--- src/rtl/qc_params_pkg.sv ---
// Shared readout constants and the scheduler state encoding.
// Expected streamer base IDs are derived here so that every consumer agrees on them.
package qc_params_pkg;

  localparam int unsigned ROWS_PER_BANK   = 32'd25;
  localparam int unsigned NUM_BANKS       = 32'd4;
  localparam int unsigned QUBIT_ID_WIDTH  = 32'd7;
  localparam int unsigned ROW_COUNT_WIDTH = 32'd5;

  typedef enum logic [2:0] {
    IDLE      = 3'd0,
    START     = 3'd1,
    STREAM    = 3'd2,
    WAIT_DONE = 3'd3,
    RELEASE   = 3'd4
  } sched_state_e;

  // Each streamer batch covers one row across all banks.
  function automatic logic [QUBIT_ID_WIDTH-1:0] expected_base_id(input logic [31:0] beat);
    return QUBIT_ID_WIDTH'(beat * NUM_BANKS);
  endfunction

endpackage

--- src/rtl/pingpong_buf_tracker.sv ---
// Two-entry ping-pong occupancy tracker: owns full[1:0], writer and reader selects,
// and flags a writer frame that lands on a buffer that is still full.
module pingpong_buf_tracker (
  input  logic       i_clk,
  input  logic       i_rst,
  input  logic       i_frame_done,
  input  logic       i_release,
  output logic [1:0] o_full,
  output logic       o_wr_sel,
  output logic       o_rd_sel,
  output logic       o_wr_allow,
  output logic       o_overrun
);

  logic [1:0] r_full;
  logic       r_wr_sel;
  logic       r_rd_sel;
  logic       r_wr_allow;
  logic [1:0] w_full_nxt;
  logic       w_wr_sel_nxt;
  logic       w_rd_sel_nxt;
  logic       w_overrun;

  // Writer decision uses pre-cycle occupancy, so a same-cycle release cannot mask an overrun.
  always_comb begin
    w_full_nxt   = r_full;
    w_wr_sel_nxt = r_wr_sel;
    w_rd_sel_nxt = r_rd_sel;
    w_overrun    = 1'b0;
    if (i_frame_done) begin
      if (r_full[r_wr_sel]) begin
        w_overrun = 1'b1;
      end else begin
        w_full_nxt[r_wr_sel] = 1'b1;
        w_wr_sel_nxt         = ~r_wr_sel;
      end
    end else begin
      w_overrun = 1'b0;
    end
    if (i_release) begin
      w_full_nxt[r_rd_sel] = 1'b0;
      w_rd_sel_nxt         = ~r_rd_sel;
    end else begin
      w_rd_sel_nxt = r_rd_sel;
    end
  end

  // Occupancy state; wr_allow is precomputed from next state so it stays registered.
  always_ff @(posedge i_clk) begin
    if (i_rst) begin
      r_full     <= 2'b00;
      r_wr_sel   <= 1'b0;
      r_rd_sel   <= 1'b0;
      r_wr_allow <= 1'b0;
    end else begin
      r_full     <= w_full_nxt;
      r_wr_sel   <= w_wr_sel_nxt;
      r_rd_sel   <= w_rd_sel_nxt;
      r_wr_allow <= ~w_full_nxt[w_wr_sel_nxt];
    end
  end

  assign o_full     = r_full;
  assign o_wr_sel   = r_wr_sel;
  assign o_rd_sel   = r_rd_sel;
  assign o_wr_allow = r_wr_allow;
  assign o_overrun  = w_overrun;

endmodule

--- src/rtl/readout_scheduler.sv ---
// Ping-pong readout scheduler: starts the row streamer, checks its beats, releases buffers.
// Optional stall counter output o_stall_cycles is built when READOUT_SCHED_PERF_EN is defined.
module readout_scheduler
  import qc_params_pkg::*;
#(
  parameter int unsigned BEAT_COUNT     = ROWS_PER_BANK,
  parameter int unsigned TIMEOUT_CYCLES = 32'd64,
  parameter int unsigned FRAME_CNT_W    = 32'd16
) (
  input  logic                      i_clk,
  input  logic                      i_rst,
  input  logic                      i_frame_done,
  output logic                      o_wr_buf_sel,
  output logic                      o_wr_allow,
  output logic                      o_rd_buf_sel,
  output logic                      o_stream_start,
  input  logic                      i_lane_valid,
  input  logic [QUBIT_ID_WIDTH-1:0] i_lane_base_id,
  input  logic                      i_decision_ready,
  input  logic                      i_decision_done,
  input  logic                      i_clear_err,
  output logic                      o_busy,
  output logic [FRAME_CNT_W-1:0]    o_frame_cnt,
  output logic                      o_err_overrun,
  output logic                      o_err_seq,
  output logic                      o_err_timeout
`ifdef READOUT_SCHED_PERF_EN
  ,
  output logic [31:0]               o_stall_cycles
`endif
);

  localparam int unsigned BEAT_W  = $clog2(BEAT_COUNT + 32'd1);
  localparam int unsigned TIMER_W = $clog2(TIMEOUT_CYCLES + 32'd1);

  sched_state_e           r_state;
  sched_state_e           w_state_nxt;
  logic [BEAT_W-1:0]      r_beat_cnt;
  logic [BEAT_W-1:0]      w_beat_cnt_nxt;
  logic [TIMER_W-1:0]     r_timer;
  logic [TIMER_W-1:0]     w_timer_nxt;
  logic                   r_stream_start;
  logic                   r_busy;
  logic [FRAME_CNT_W-1:0] r_frame_cnt;
  logic                   r_err_overrun;
  logic                   r_err_seq;
  logic                   r_err_timeout;
  logic                   w_release;
  logic                   w_seq_evt;
  logic                   w_timeout_evt;
  logic [1:0]             w_full;
  logic                   w_rd_sel;
  logic                   w_overrun;

  pingpong_buf_tracker u_tracker (
    .i_clk       (i_clk),
    .i_rst       (i_rst),
    .i_frame_done(i_frame_done),
    .i_release   (w_release),
    .o_full      (w_full),
    .o_wr_sel    (o_wr_buf_sel),
    .o_rd_sel    (w_rd_sel),
    .o_wr_allow  (o_wr_allow),
    .o_overrun   (w_overrun)
  );

  // Next-state, beat/timer bookkeeping and error events.
  always_comb begin
    w_state_nxt    = r_state;
    w_beat_cnt_nxt = r_beat_cnt;
    w_timer_nxt    = r_timer;
    w_release      = 1'b0;
    w_seq_evt      = 1'b0;
    w_timeout_evt  = 1'b0;
    if (i_lane_valid) begin
      if (r_state != STREAM) begin
        w_seq_evt = 1'b1;
      end else begin
        w_seq_evt = (i_lane_base_id != expected_base_id(32'(r_beat_cnt)));
      end
    end else begin
      w_seq_evt = 1'b0;
    end
    case (r_state)
      IDLE: begin
        if (w_full[w_rd_sel] && i_decision_ready) begin
          w_state_nxt = START;
        end else begin
          w_state_nxt = IDLE;
        end
      end
      START: begin
        w_beat_cnt_nxt = '0;
        w_timer_nxt    = '0;
        w_state_nxt    = STREAM;
      end
      STREAM: begin
        if (i_lane_valid) begin
          w_beat_cnt_nxt = r_beat_cnt + BEAT_W'(1);
          w_timer_nxt    = '0;
          if (w_beat_cnt_nxt == BEAT_W'(BEAT_COUNT)) begin
            // A decision that completes alongside the last beat is honoured.
            w_state_nxt = i_decision_done ? RELEASE : WAIT_DONE;
          end else begin
            w_state_nxt = STREAM;
          end
        end else if (r_timer == TIMER_W'(TIMEOUT_CYCLES)) begin
          w_timeout_evt = 1'b1;
          w_state_nxt   = RELEASE;
        end else begin
          w_timer_nxt = r_timer + TIMER_W'(1);
        end
      end
      WAIT_DONE: begin
        if (i_decision_done) begin
          w_state_nxt = RELEASE;
        end else if (r_timer == TIMER_W'(TIMEOUT_CYCLES)) begin
          w_timeout_evt = 1'b1;
          w_state_nxt   = RELEASE;
        end else begin
          w_timer_nxt = r_timer + TIMER_W'(1);
        end
      end
      RELEASE: begin
        w_release   = 1'b1;
        w_state_nxt = IDLE;
      end
      default: begin
        w_state_nxt = IDLE;
      end
    endcase
  end

  // State register, registered outputs and sticky error flags.
  always_ff @(posedge i_clk) begin
    if (i_rst) begin
      r_state        <= IDLE;
      r_beat_cnt     <= '0;
      r_timer        <= '0;
      r_stream_start <= 1'b0;
      r_busy         <= 1'b0;
      r_frame_cnt    <= '0;
      r_err_overrun  <= 1'b0;
      r_err_seq      <= 1'b0;
      r_err_timeout  <= 1'b0;
    end else begin
      r_state        <= w_state_nxt;
      r_beat_cnt     <= w_beat_cnt_nxt;
      r_timer        <= w_timer_nxt;
      r_stream_start <= (w_state_nxt == START);
      r_busy         <= (w_state_nxt != IDLE);
      r_frame_cnt    <= w_release ? (r_frame_cnt + FRAME_CNT_W'(1)) : r_frame_cnt;
      r_err_overrun  <= (r_err_overrun && !i_clear_err) || w_overrun;
      r_err_seq      <= (r_err_seq && !i_clear_err) || w_seq_evt;
      r_err_timeout  <= (r_err_timeout && !i_clear_err) || w_timeout_evt;
    end
  end

`ifdef READOUT_SCHED_PERF_EN
  logic [31:0] r_stall_cycles;

  // Saturating count of cycles where a full buffer waits on the decision engine.
  always_ff @(posedge i_clk) begin
    if (i_rst) begin
      r_stall_cycles <= 32'd0;
    end else if (i_clear_err) begin
      r_stall_cycles <= 32'd0;
    end else if ((r_state == IDLE) && w_full[w_rd_sel] && !i_decision_ready &&
                 (r_stall_cycles != 32'hFFFF_FFFF)) begin
      r_stall_cycles <= r_stall_cycles + 32'd1;
    end else begin
      r_stall_cycles <= r_stall_cycles;
    end
  end

  assign o_stall_cycles = r_stall_cycles;
`endif

  assign o_rd_buf_sel   = w_rd_sel;
  assign o_stream_start = r_stream_start;
  assign o_busy         = r_busy;
  assign o_frame_cnt    = r_frame_cnt;
  assign o_err_overrun  = r_err_overrun;
  assign o_err_seq      = r_err_seq;
  assign o_err_timeout  = r_err_timeout;

endmodule
--- config.mk ---
export PLATFORM = sky130hd
export DESIGN_NAME = readout_scheduler
export DESIGN_NICKNAME = d
export VERILOG_FILES = /design/src/rtl/qc_params_pkg.sv /design/src/rtl/pingpong_buf_tracker.sv /design/src/rtl/readout_scheduler.sv
export SDC_FILE = /design/constraint.sdc
export NUM_CORES = 1
export LEC_CHECK = 0
export ABC_CLOCK_PERIOD_IN_PS = 2300
export CAP_MARGIN = 20
export CORE_MARGIN = 2
export CORE_UTILIZATION = 45
export DETAILED_ROUTE_END_ITERATION = 8
export GPL_TIMING_DRIVEN = 0
export PLACE_DENSITY = 0.7
export SYNTH_ARGS = -nofsm -noshare
export SYNTH_HDL_FRONTEND = slang
export SYNTH_SLANG_ARGS = --single-unit
--- constraint.sdc ---
create_clock -name i_clk -period 2.3 [get_ports i_clk]
set_clock_uncertainty 0.2 [all_clocks]
set_input_delay 0.46 -clock i_clk [delete_from_list [all_inputs] [get_ports i_clk]]
set_output_delay 0.46 -clock i_clk [all_outputs]
set_load 0.01 [all_outputs]
=== Yosys cells after proc, flatten, opt, wreduce, memory -nomap -nowiden ===
Index checks and enable logic that the tools add are counted.

* Output and inout port bits: 24
* Flip-flop bits (word level): 41

* Mux-type cells: 37
* Magnitude comparators: 5
* Bitwise gates (word level): 6
* Reductions and logical operators: 16
* $add $sub $neg: 3
* Equal/unequal tests: 11

{| class="wikitable"
|+ Operators with widths
! kind !! number
|-
| two-way mux 7 bit || 3
|-
| one-hot mux 7 bit (3 select lines) || 1
|-
| two-way mux 1 bit || 19
|-
| adder 16 x 1 -> 16 bit (second input constant) || 1
|-
| two-way mux 3 bit || 5
|-
| one-hot mux 3 bit (4 select lines) || 1
|-
| one-hot mux 5 bit (2 select lines) || 1
|-
| adder 7 x 1 -> 7 bit (second input constant) || 1
|-
| == test 7 bit (second input constant) || 1
|-
| inequality test 7 bit || 1
|-
| == test 3 x 1 -> 1 bit (second input constant) || 2
|-
| == test 3 x 2 -> 1 bit (second input constant) || 2
|-
| logical AND 1 bit || 6
|-
| less-than comparator 1 x 2 -> 1 bit (second input constant) || 3
|-
| two-way mux 2 bit || 3
|-
| nonzero test 3 bit || 2
|-
| adder 5 x 1 -> 5 bit (second input constant) || 1
|-
| == test 5 bit (second input constant) || 1
|-
| two-way mux 5 bit || 1
|-
| inequality test 2 bit (second input constant) || 2
|-
| AND reduction 2 bit || 2
|-
| == test 3 bit (second input constant) || 1
|-
| logical NOT 3 bit || 1
|-
| logical OR 1 bit || 3
|-
| 10 further kinds || 14
|}

=== Longest topological paths before layout ===
Gate-level depths: netlist of run 1.

* Depth in word-level cells: 12
* Depth in mapped cells: 8
* Gate-level depth less buffers: 7

=== Cells and area by module ===
From an unflattened synthesis of run 1, not the netlist that was laid out.

* Cell total of the unflattened synthesis: 246
* Area, all modules: 2,057.0 um^2

{| class="wikitable"
|+ By module, submodules not included
! module !! times used !! cells each !! area each (um^2)
|-
| readout_scheduler || 1 || 222 || 1,846.8
|-
| pingpong_buf_tracker || 1 || 24 || 210.2
|}

=== Worst setup path after synthesis of run 1 ===
Ideal clock, no wire load.

* Kind: flip-flop to flip-flop
* Start: register r_frame_cnt[0] (netlist: o_frame_cnt[0])
* End: register r_frame_cnt[15] (netlist: o_frame_cnt[15])
* Stages on the path, launching flop included: 7
* Buffers on the path: 1
* Period minus slack after synthesis: 1,898 ps
* Data arrival time: 1,571 ps
* Slack: 402 ps
* Cells stage by stage: dfxtp_1 nand4_1 or4b_1 buf_2 nor4_4 xnor2_1 nor2_1

* Cells in the longest elaborated chain, start to end: 1

{| class="wikitable"
|+ Ends and longest elaborated chain
! what !! RTL line !! RTL
|-
| from (decl) || readout_scheduler.sv:44 || <nowiki>logic [FRAME_CNT_W-1:0] r_frame_cnt;</nowiki>
|-
| from (signal assigned) || readout_scheduler.sv:152 || <nowiki>r_frame_cnt <= w_release ? (r_frame_cnt + FRAME_CNT_W'(1)) : r_frame_cnt;</nowiki>
|-
| adder 16 x 1 -> 16 bit || readout_scheduler.sv:152 ||
|}

No other way between the ends.
A chain may end at the register's enable or synchronous reset.

=== Worst setup path after layout of run 1 ===
* Start: input i_decision_done
* End: register r_timer[3]

* Cells in the longest elaborated chain, start to end: 2

{| class="wikitable"
|+ Ends and longest elaborated chain
! what !! RTL line !! RTL
|-
| from (decl) || readout_scheduler.sv:20 || <nowiki>input logic i_decision_done,</nowiki>
|-
| inequality test 2 bit (no line) || - ||
|-
| AND reduction 2 bit (no line) || - ||
|-
| to (signal assigned) || readout_scheduler.sv:149 || <nowiki>r_timer <= w_timer_nxt;</nowiki>
|-
| to (decl) || readout_scheduler.sv:40 || <nowiki>logic [TIMER_W-1:0] r_timer;</nowiki>
|}

No other way between the ends.

==> impl_metrics.ini, run 1 <==
[floorplanning]
start_util_pct = 46.8
coreArea_um2 = 4380
die_x_um = 71.5
dieArea_um2 = 5120
ios = 38
die_h_um = 71.5
rows = 24

[synth]
yosysUniqueCellTypes = 39
ys_ff_latch = 41
syn_nets = 271
ys_warn_count = 0
synth.avg_cell_area_um2 = 8.14
synthCells = 252
synth.cell_area_um2 = 2050
ys_seq_area_share_pct = 40.0

[layout]
multiInputGateArea_um2 = 1140
final_layout_size_suffix_gt1_share_pct = 6.42
final_core_util_pct = 59.8
fin_area_um2 = 2620
ff_latch_area_um2 = 821
nNetsFinal = 314
antennaDiodeCount = 0
final_cells = 348
syn_to_final_growth_pct = 27.7
nFillCells = 422

[critical_path]
max_stage_delay_ns = 0.52
setup.worst_path.start = i_decision_done
cp-end-kind = flip-flop
reg2reg_from = r_state[2]
path_cells = clkdlybuf4s50_1 -> mux2_2 -> nor3b_2 -> nor3b_4 -> a41oi_1 -> a31oi_1
crit_fanout = 7
cp.arrival_ns = 2.18
setup.worst_path.class = primary input to flip-flop
crit_path_top_delay_cell = clkdlybuf4s50_1
crit_required_ns = 2.34
startpoint_type = primary input

[routing]
vias = 1841
drt-initial-drc-count = 113
drc = 0
detail-route-antenna-nets = 0
avgRoutedWirePerCell_um = 12.6
vias_per_cell = 5.29
first_pass_iters = 4
wl_mm = 4.37

[sta]
hold_viol = 0
fmax_ghz = 0.466
fin_setup_tns_ns = 0
report.final.slew_viol_count = 0
tightest_slew_ns = 0.558
hold_slack_ns = 0.259
finalSetupViolCount = 0
slew_headroom_pct = 62.8
setup_slack_ns = 0.154
rsz0062_at_grt = true
fin_crit_sh_pct = 93.3
period_needed_ns = 2.15

[cts]
hold_buffers = 0
insertion_delay_ns = 0.30
cts_resized = 0
root_buffer = clkbuf_8
htree_levels = 2
numCtsBuffers = 5
clock_sinks = 41
cts_tree = done
clk_path_buf_depth = 2
clk_pin_slew_ns = 0.08
cts_setup_buffers = 0

[placement]
port-buffer-count = 36
dp.cells = 340
gp_congestion = 0.829
dp_hpwl_mm = 3.19
pre_cts_slack_ns = -0.211
post_dp_cell_area_um2 = 2480

[power]
p_sw_share_pct = 22.0
clockPowerShare_pct = 44.6
p_seq_share_pct = 47.2
power.density_nw_per_um2 = 595
combPwrFrac_pct = 8.2
p_total_mw = 1.56
p_leak_nw = 0.907
peakVddDrop_mv = 0.262
p_switching_mw = 0.343
intPower_mw = 1.22

[min_path]
min-delay-start = o_err_seq
hold_class = flip-flop to flip-flop

[status]
status = complete, no violations

[grt]
grt_pass1_wl_mm = 7.70
grt_pass1_vias = 1691
antenna_found_initial = 0
grt_max_degree = 14
grtUsageTotal_pct = 19.2
grt_overflow_total = 0

[job]
drv_cap = 0
==> state kept, by name, summed over array words and instances, names as in the netlist <==
| register | count |
|---|---|
| o_stream_start | 1 |
| o_err_overrun | 1 |
| o_frame_cnt | 16 |
| u_tracker.o_wr_sel | 1 |
| r_beat_cnt | 5 |
| o_busy | 1 |
| o_err_timeout | 1 |
| r_state | 3 |
| u_tracker.o_wr_allow | 1 |
| u_tracker.o_full | 2 |
| u_tracker.o_rd_sel | 1 |
| r_timer | 7 |
| o_err_seq | 1 |
==> critical path, delay by kind of cell <==
| family | cells | cell delay [ns] |
|---|---|---|
| AO/OA/AOI/OAI | 2 | 0.30 |
| buffers and inverters | 1 | 0.52 |
| AND/OR/NAND/NOR | 2 | 0.59 |
| multiplexers | 1 | 0.32 |
==> cell usage after synthesis <==
cell / instances / share of area (%)
dfxtp_1: 41 / 40
nor2_1: 28 / 5.1
nand2_1: 22 / 4.0
a21oi_1: 20 / 4.9
inv_1: 14 / 2.6
nand3_1: 13 / 3.2
o21ai_0: 13 / 3.2
xnor2_1: 12 / 5.1
clkbuf_1: 10 / 1.8
nor3_1: 10 / 2.4
nand2b_1: 6 / 1.8
xor2_1: 6 / 2.6
a31oi_1: 5 / 1.5
ha_1: 5 / 3.0
or3_1: 5 / 1.5
a311oi_1: 4 / 1.7
and3_1: 4 / 1.2
nand4_1: 3 / 0.91
or2_2: 3 / 0.91
a22oi_1: 2 / 0.73
a41oi_1: 2 / 0.85
buf_2: 2 / 0.49
mux2_2: 2 / 1.1
nand3b_1: 2 / 0.73
nand4b_1: 2 / 0.85
nor3b_2: 2 / 1.2
or4b_1: 2 / 0.98
a211oi_1: 1 / 0.37
a21boi_0: 1 / 0.37
a311o_1: 1 / 0.49
and2_1: 1 / 0.31
and4_1: 1 / 0.43
nor3b_1: 1 / 0.37
nor4_4: 1 / 1.0
nor4b_1: 1 / 0.43
nor4bb_1: 1 / 0.49
o2111ai_1: 1 / 0.43
o31ai_1: 1 / 0.37
o41ai_1: 1 / 0.43
==> cell families after synthesis <==
| group | synth area share, % |
|---|---|
| flops | 40.0 |
| buf+inv | 4.88 |
| compound gates | 15.3 |
| xor+xnor | 7.68 |
| mux | 1.10 |
| simple gates | 28.0 |
| fa+ha+maj | 3.05 |
==> power groups by stage <==
stage	clock network, mW	logic, mW	registers [mW]
final	0.695	0.128	0.735
after global routing	0.741	0.145	0.738
after CTS	0.708	0.128	0.735
after detailed placement	0	0.127	0.752
after global placement	0	0.126	0.752
after floorplan	0	0.0669	0.753
==> cell usage in the layout (no fill, tap or decap), types with 2 or more instances in the layout <==
| master | instances |
|---|---|
| clkdlybuf4s50_1 | 36 |
| nor2_1 | 27 |
| o21ai_0 | 13 |
| buf_2 | 2 |
| or2_2 | 3 |
| nand4_1 | 3 |
| nor3_1 | 10 |
| bufinv_16 | 2 |
| a41oi_1 | 2 |
| clkbuf_8 | 5 |
| mux2_2 | 2 |
| a31oi_1 | 5 |
| or3_1 | 5 |
| xor2_1 | 6 |
| clkbuf_1 | 10 |
| a22oi_1 | 2 |
| xnor2_1 | 12 |
| a21oi_1 | 20 |
| dfxtp_1 | 41 |
| and3_1 | 4 |
| ha_1 | 5 |
| nand2_1 | 22 |
| inv_1 | 14 |
| nand3_1 | 13 |
| a311oi_1 | 4 |
| or4b_1 | 2 |
| nand3b_1 | 2 |
| nand4b_1 | 2 |
| nand2b_1 | 6 |
==> routing by layer <==
layer | wire (µm) | part of all wire [%] | GRT usage, % | vias to the layer above
met5 | 0 | 0 | 0 | -
met4 | 71 | 1.6 | 6.92 | 0
met1 | 2110 | 48 | 24.7 | 833
met2 | 2030 | 46 | 30.7 | 28
met3 | 160 | 3.7 | 5.49 | 7
li1 | - | - | - | 973
==> final timing paths <==
kind,slack [ns],depth (start not counted),to
setup / recovery,0.15,6,r_timer[3]
hold / removal,0.26,2,o_err_seq
setup reg to reg,0.19,6,o_frame_cnt[14]
hold reg to reg,0.26,2,o_err_seq
==> area by class of cell <==
type / count / area share (%)
Clock inverter: 3 / 2.48
Buffer: 12 / 1.81
Tap cell: 52 / 2.48
Sequential cell: 41 / 31.3
Clock buffer: 5 / 2.63
Multi-Input combinational cell: 185 / 43.5
Timing Repair Buffer: 36 / 13.8
Inverter: 14 / 2.01
(Power assumes the default switching activity.)
==> run 2: changes to the inputs <==
--- a/config.mk
+++ b/config.mk
@@ -8,10 +8,10 @@
 export ABC_CLOCK_PERIOD_IN_PS = 2300
 export CAP_MARGIN = 20
 export CORE_MARGIN = 2
-export CORE_UTILIZATION = 45
+export CORE_UTILIZATION = 52
 export DETAILED_ROUTE_END_ITERATION = 8
 export GPL_TIMING_DRIVEN = 0
-export PLACE_DENSITY = 0.7
+export PLACE_DENSITY = 0.8
 export SYNTH_ARGS = -nofsm -noshare
 export SYNTH_HDL_FRONTEND = slang
 export SYNTH_SLANG_ARGS = --single-unit
==> impl_metrics.ini, run 2 (synthesis results as in run 1) <==
[routing]
avgRoutedWirePerCell_um = 12.6
wl_mm = 4.31
drt-initial-drc-count = 125
detail-route-antenna-nets = 0
vias_per_cell = 5.38
drc = 0
vias = 1845
first_pass_iters = 4

[placement]
pre_cts_slack_ns = -0.207
post_dp_cell_area_um2 = 2470
gp_congestion = 0.836
port-buffer-count = 36
dp_hpwl_mm = 3.11
dp.cells = 336

[critical_path]
cp.arrival_ns = 2.18
crit_required_ns = 2.32
startpoint_type = primary input
rrSetupSlack_ns = 0.23
cp-end-kind = flip-flop
crit_fanout = 7
setup.worst_path.class = primary input to flip-flop

[grt]
antenna_found_initial = 0
grt_pass1_wl_mm = 6.94
grtUsageTotal_pct = 20.7
grt_max_degree = 13
grt_overflow_total = 0
grt_pass1_vias = 1547

[layout]
nNetsFinal = 314
antennaDiodeCount = 0
layout_common_cells = dfxtp_1 (41), clkdlybuf4s50_1 (36), nor2_1 (27)
final_cells = 343
syn_to_final_growth_pct = 26.0
largest_register_ffs = 16
nFillCells = 294
final_layout_size_suffix_gt1_share_pct = 6.10
final_common_cell = dfxtp_1
fin_area_um2 = 2580
final_core_util_pct = 69.6

[min_path]
hold_class = flip-flop to flip-flop

[cts]
cts_setup_buffers = 0
htree_levels = 2
insertion_delay_ns = 0.30
clock_sinks = 41
clk_path_buf_depth = 2
root_buffer = clkbuf_8
clk_pin_slew_ns = 0.08
numCtsBuffers = 5
cts_tree = done

[floorplanning]
start_util_pct = 55.2
ios = 38
die_x_um = 66.8
coreArea_um2 = 3720
dieArea_um2 = 4460
rows = 22
die_h_um = 66.8

[job]
drv_cap = 0

[sta]
hold_viol = 0
period_needed_ns = 2.16
finalSetupViolCount = 0
fin_crit_sh_pct = 94.0
fin_setup_tns_ns = 0
slew_headroom_pct = 62.5
report.final.slew_viol_count = 0
rsz0062_at_grt = false
tightest_slew_ns = 0.563
fmax_ghz = 0.463
setup_slack_ns = 0.139

[power]
p_seq_share_pct = 51.6
p_switching_mw = 0.325
peakVddDrop_mv = 0.462
clockPowerShare_pct = 39.4
intPower_mw = 1.10
combPwrFrac_pct = 9.0
power.density_nw_per_um2 = 551
p_leak_nw = 0.893
p_sw_share_pct = 22.8

[status]
status = complete, no violations
run 2: path summary, 6_finish.rpt:
check,startpoint,end,depth (start not counted)
hold reg to reg,o_err_seq,o_err_seq,2
hold / removal,o_err_seq,o_err_seq,2
setup reg to reg,r_state[2],o_frame_cnt[14],6
setup / recovery,i_decision_done,r_timer[3],6
run 2: area by class of cell:
type	count	area, µm²	share of cell area [%]
inverters	14	52.6	2.03
clock inverters	2	35.0	1.36
repair buffers	36	360	13.9
well taps	48	60.1	2.32
clock buffers	5	68.8	2.66
plain buffers	12	47.5	1.84
multi-input cells	185	1140	44.1
flip-flops and latches	41	821	31.8
run 2: layer usage:
layer / GRT usage [%] / vias to the layer above / wire [µm]
li1: - / 962 / -
met1: 27.7 / 835 / 2150
met2: 32.0 / 44 / 1960
met3: 6.59 / 4 / 169
met4: 5.36 / 0 / 29
met5: 0 / - / 0
run 2: per-stage QoR:
| stage | hold WS (ns) | total power, mW |
|---|---|---|
| 3_3_place_gp | 0.249 | 0.877 |
| 6_report | 0.267 | 1.42 |
| 3_5_place_dp | 0.256 | 0.878 |
| 2_1_floorplan | 0.257 | 0.820 |
| 5_1_grt | 0.296 | 1.48 |
| 4_1_cts | 0.266 | 1.43 |
run 2: power groups by stage:
stage | registers [mW] | logic [mW] | clock network (mW)
finish | 0.736 | 0.128 | 0.561
global route | 0.738 | 0.140 | 0.603
CTS | 0.735 | 0.126 | 0.569
detailed placement | 0.752 | 0.126 | 0
global placement | 0.752 | 0.125 | 0
floorplan | 0.753 | 0.0669 | 0
run 2: critical path, stage by stage:
cell and delay [ns]:
clkdlybuf4s50_1 0.51, mux2_2 0.32, nor3b_2 0.23, nor3b_4 0.36, a41oi_1 0.16, a31oi_1 0.15
run 2: repair_timing:
item,in CTS,in global routing
endpoints found under the hold margin,0,0
gates resized for setup,0,2
setup endpoints to repair,0,5
hold buffers,0,0
==> run 3: changes to the inputs <==
--- a/config.mk
+++ b/config.mk
@@ -6,7 +6,7 @@
 export NUM_CORES = 1
 export LEC_CHECK = 0
 export ABC_CLOCK_PERIOD_IN_PS = 2300
-export CAP_MARGIN = 20
+export CORE_ASPECT_RATIO = 1.1
 export CORE_MARGIN = 2
 export CORE_UTILIZATION = 52
 export DETAILED_ROUTE_END_ITERATION = 8
==> impl_metrics.ini, run 3 (synthesis results as in run 1) <==
[status]
status = complete, no violations

[floorplanning]
coreArea_um2 = 3710
die_h_um = 69.9
die_x_um = 63.9
dieArea_um2 = 4470
start_util_pct = 55.3
rows = 23
ios = 38

[critical_path]
startpoint_type = primary input
cp.arrival_ns = 2.18
crit_required_ns = 2.33
setup.worst_path.class = primary input to flip-flop
crit_fanout = 7
cp-end-kind = flip-flop

[routing]
vias_per_cell = 5.53
drc = 0
wl_mm = 4.45
avgRoutedWirePerCell_um = 12.9
vias = 1909
first_pass_iters = 4
detail-route-antenna-nets = 0
drt-initial-drc-count = 191

[layout]
nNetsFinal = 314
final_common_cell = dfxtp_1
antennaDiodeCount = 0
nFillCells = 311
fin_area_um2 = 2590
layout_common_cells = dfxtp_1 (41), clkdlybuf4s50_1 (36), nor2_1 (27)
syn_to_final_growth_pct = 26.4
final_layout_size_suffix_gt1_share_pct = 6.10
largest_register_ffs = 16

[sta]
fin_crit_sh_pct = 93.8
rsz0062_at_grt = true
fin_setup_tns_ns = 0
finalSetupViolCount = 0
report.final.slew_viol_count = 0
tightest_slew_ns = 0.526
period_needed_ns = 2.16
slew_headroom_pct = 64.9
hold_viol = 0
fmax_ghz = 0.463

[power]
peakVddDrop_mv = 0.324
clockPowerShare_pct = 39.1
intPower_mw = 1.10
combPwrFrac_pct = 9.1
p_switching_mw = 0.322
p_sw_share_pct = 22.6
p_seq_share_pct = 51.8
p_leak_nw = 0.892
power.density_nw_per_um2 = 548

[cts]
insertion_delay_ns = 0.29
htree_levels = 2
root_buffer = clkbuf_8
numCtsBuffers = 5
clk_pin_slew_ns = 0.08
cts_tree = done
clock_sinks = 41
hold_buffers = 0
clk_path_buf_depth = 2

[grt]
grtUsageTotal_pct = 21.9
grt_overflow_total = 0
grt_pass1_wl_mm = 7.90
antenna_found_initial = 0
grt_pass1_vias = 1778
grt_max_degree = 13

[placement]
dp_hpwl_mm = 3.22
post_dp_cell_area_um2 = 2470
gp_congestion = 0.821
port-buffer-count = 36

[job]
drv_cap = 0

[min_path]
hold_class = flip-flop to flip-flop
-- run 3: changes by cell type in the layout (fill, tap and decap cells not counted) --
cell / previous run / this run
nor3b_4: 1 / 2
nor3b_2: 1 / 0
-- run 3: repair_timing --
item                                    4_1_cts  5_1_grt
setup buffers                                 0        0
endpoints found under the setup margin        0        8
resized for setup                             0        3
-- run 3: cell type report --
cell class              count  area (µm²)  share of cell area (%)
inverters                  14        52.6                    2.03
clock buffers               5        68.8                    2.65
clock inverters             2        35.0                    1.35
flip-flops and latches     41         821                    31.6
well taps                  50        62.6                    2.41
plain buffers              12        47.5                    1.83
repair buffers             36         360                    13.9
multi-input cells         185        1150                    44.2
-- run 3: worst max-delay path, cell delays in order --
cell and delay, ns:
clkdlybuf4s50_1 0.51, mux2_2 0.33, nor3b_4 0.24, nor3b_4 0.35
a41oi_1 0.16, a31oi_1 0.15
-- run 3: worst paths after layout --
path	cells past startpoint	slack, ns	from	to
worst min-delay path	2	0.26	o_err_seq	o_err_seq
worst min register to register	2	0.26	o_err_seq	o_err_seq
worst max-delay path	6	0.14	i_decision_done	r_timer[3]
worst max register to register	6	0.19	r_state[2]	o_frame_cnt[14]
-- run 3: through the flow --
step / worst slack, ns / utilization [%] / hold WS, ns / cells / total power [mW]
2_1_floorplan: 0.402 / - / 0.257 / 252 / 0.820
3_3_place_gp: -0.208 / 66.7 / 0.249 / 338 / 0.877
3_5_place_dp: -0.213 / 66.7 / 0.253 / 338 / 0.879
4_1_cts: 0.0975 / 69.5 / 0.263 / 345 / 1.44
5_1_grt: -0.000730 / 69.9 / 0.285 / 345 / 1.48
6_report: 0.142 / 69.9 / 0.264 / 345 / 1.42
-- run 3: power groups by stage --
stage               registers, mW  clock network, mW  logic, mW
floorplan                   0.753                  0     0.0669
global placement            0.752                  0      0.125
detailed placement          0.752                  0      0.127
CTS                         0.736              0.572      0.128
global route                0.738              0.600      0.145
finish                      0.736              0.556      0.130
-- run 3: routing by layer --
metal	vias up	track usage (%)	routed length [µm]
met2	34	36.9	2220
li1	970	-	-
met4	0	7.49	46
met3	7	5.31	148
met5	-	0	0
met1	898	27.1	2040
==> patch: new RTL, settings of run 1 <==
Add a define of `READOUT_SCHED_PERF_EN`.
--- a/src/rtl/readout_scheduler.sv
+++ b/src/rtl/readout_scheduler.sv
@@ -2,2 +2,4 @@
 // Optional stall counter output o_stall_cycles is built when READOUT_SCHED_PERF_EN is defined.
+`define READOUT_SCHED_PERF_EN
+
 module readout_scheduler
Formal check against the unedited RTL (old outputs only; new: o_stall_cycles): equivalent (equiv_simple and equiv_induct, registers matched by name and starting in step).
==> patch against run 1 <==
- the flow now finishes with violations (negative setup slack)
- global-route usage is 3.9 points higher
- synthesized area is 82% higher
- design area is 110% higher
- clock power is 77% higher
- sequential cell count is 32 higher
- die area is 77% higher
- setup slack worse by 210 ps
- count of clock-buffer cells in the layout is 5 higher
- total power is 75% higher
- wire length is 140% higher
- synthesized cell count is 76% higher
- critical path type is now reg2reg
- highest routed layer unchanged
==> patch: results (changes against run 1) <==
Status: finished, violations left
Failing checks: negative setup slack
Synth cell types: 59 (+51%)
Pin count of the biggest net entering global routing: 15 (+1)
Slowest cell on the critical path: or4_4
Syn_nets: 464 (+71%)
First-pass GRT wire length: 16,330 um (+110%)
Final setup viols: 6 (+6)
Maximum VDD drop: 0.3123 mV (+19%)
Worst setup margin: -53.44 ps (-207.1 ps)
Top cells by count, synth: dfxtp_1, a21oi_1, nor2_1
Non-filler cells, final: 670 (+93%)
RePlAce Congestion: 0.8213 (-0.87%)
CTS Buf Count: 9 (+4)
Dpl cells: 618 (+82%)
Initial antenna violation count: 1 (+1)
DR WL/cell: 15.56 um (+24%)
Via density: 5.763 (+8.9%)
Clock latency on the worst-skew pair: 370 ps (+70 ps)
Critical path's largest stage delay: 470 ps (-50 ps)
Ratio of cells with drive above 1 in the final layout: 21.63% (+15 points)
CP Max Fanout: 3 (-4)
GRT Resource Usage Total: 23.05% (+3.9 points)
Hpwl dp: 6558 um (+110%)
Leakage: 1.885 nW (+110%)
==> patch: cell types whose count changed in the layout (fill, tap and decap cells not counted), moves of 10 or more <==
cell,change
a21oi_1,+18
buf_4,+36
clkdlybuf4s50_1,+31
dfxtp_1,+13
dfxtp_2,+10
nand2_1,+11
nand4_1,+11
o31ai_1,+14
or4_1,+15
xor2_1,+13
==> patch: power breakdown <==
| part | total, mW | switching (mW) | leakage (nW) | internal [mW] |
|---|---|---|---|---|
| Combinational | 0.223 | 0.115 | 1.16 | 0.108 |
| Clock | 1.23 | 0.537 | 0.120 | 0.689 |
| Sequential | 1.28 | 0.0142 | 0.602 | 1.27 |
| Total | 2.73 | 0.666 | 1.88 | 2.07 |
==> patch: worst paths after layout <==
path,startpoint,end,slack [ps],cells after the start
min reg2reg,o_err_seq,o_err_seq,270,2
max,o_stall_cycles[1],o_stall_cycles[22],-50,8
min,o_err_seq,o_err_seq,270,2
max reg2reg,o_stall_cycles[1],o_stall_cycles[22],-50,8
==> patch: logic make-up (layout without fill, tap and decap cells) <==
group           count (synthesis)  after routing  synth area share (%)
simple gates                  198            198                 30.88
compound gates                 99             99                 16.34
flops                          73             73                 39.04
buf+inv                        37            157                 4.345
xor+xnor                       27             27                 6.317
fa+ha+maj                       6              6                 2.005
mux                             4              4                 1.070
other cells                     0              1                     0
==> patch: area by class of cell <==
class                      count  area [um2]  area share, %
antenna                        1       2.502        0.04659
buffer                        18       118.9          2.213
clock buffer                  10       148.9          2.772
clock inverter                 6       96.34          1.794
inverter                      16       60.06          1.118
multi-input combinational    334        2292          42.67
sequential                    73        1508          28.07
tap                          105       131.4          2.446
timing repair buffer         107        1013          18.87
==> patch: per-layer routing <==
layer	track usage [%]	vias up	share of wire [%]
met2	37.56	144	49
met4	12.80	0	2.2
met3	5.534	22	6.9
li1	-	1883	-
met1	27.84	1812	42
met5	0	-	0
==> patch: repair_timing <==
| action | 4_1_cts | 5_1_grt |
|---|---|---|
| endpoints found under the setup margin | 37 | 36 |
| resized for setup | 34 | 39 |
| buffers inserted | 20 | 16 |
| pin swaps | 6 | 19 |
| cloned | 2 | 0 |
==> patch: worst reg2reg max path: stages (launching register included) <==
cell and delay, ps:
dfxtp_4 370, ha_4 130, nand4_1 140, buf_4 190, nor4_4 330, nand3_2 170, buf_6 160, or4_4 470
a21oi_1 120
==> patch: per-stage QoR <==
step	power [mW]	setup WS [ps]	TNS [ps]
detailed placement	1.499	-512.7	-11410
global route	2.823	-139.7	-1620
global placement	1.494	-513.4	-10120
finish	2.732	-53.44	-218.4
CTS	2.754	-4.642	-4.642
floorplan	1.421	17.56	0
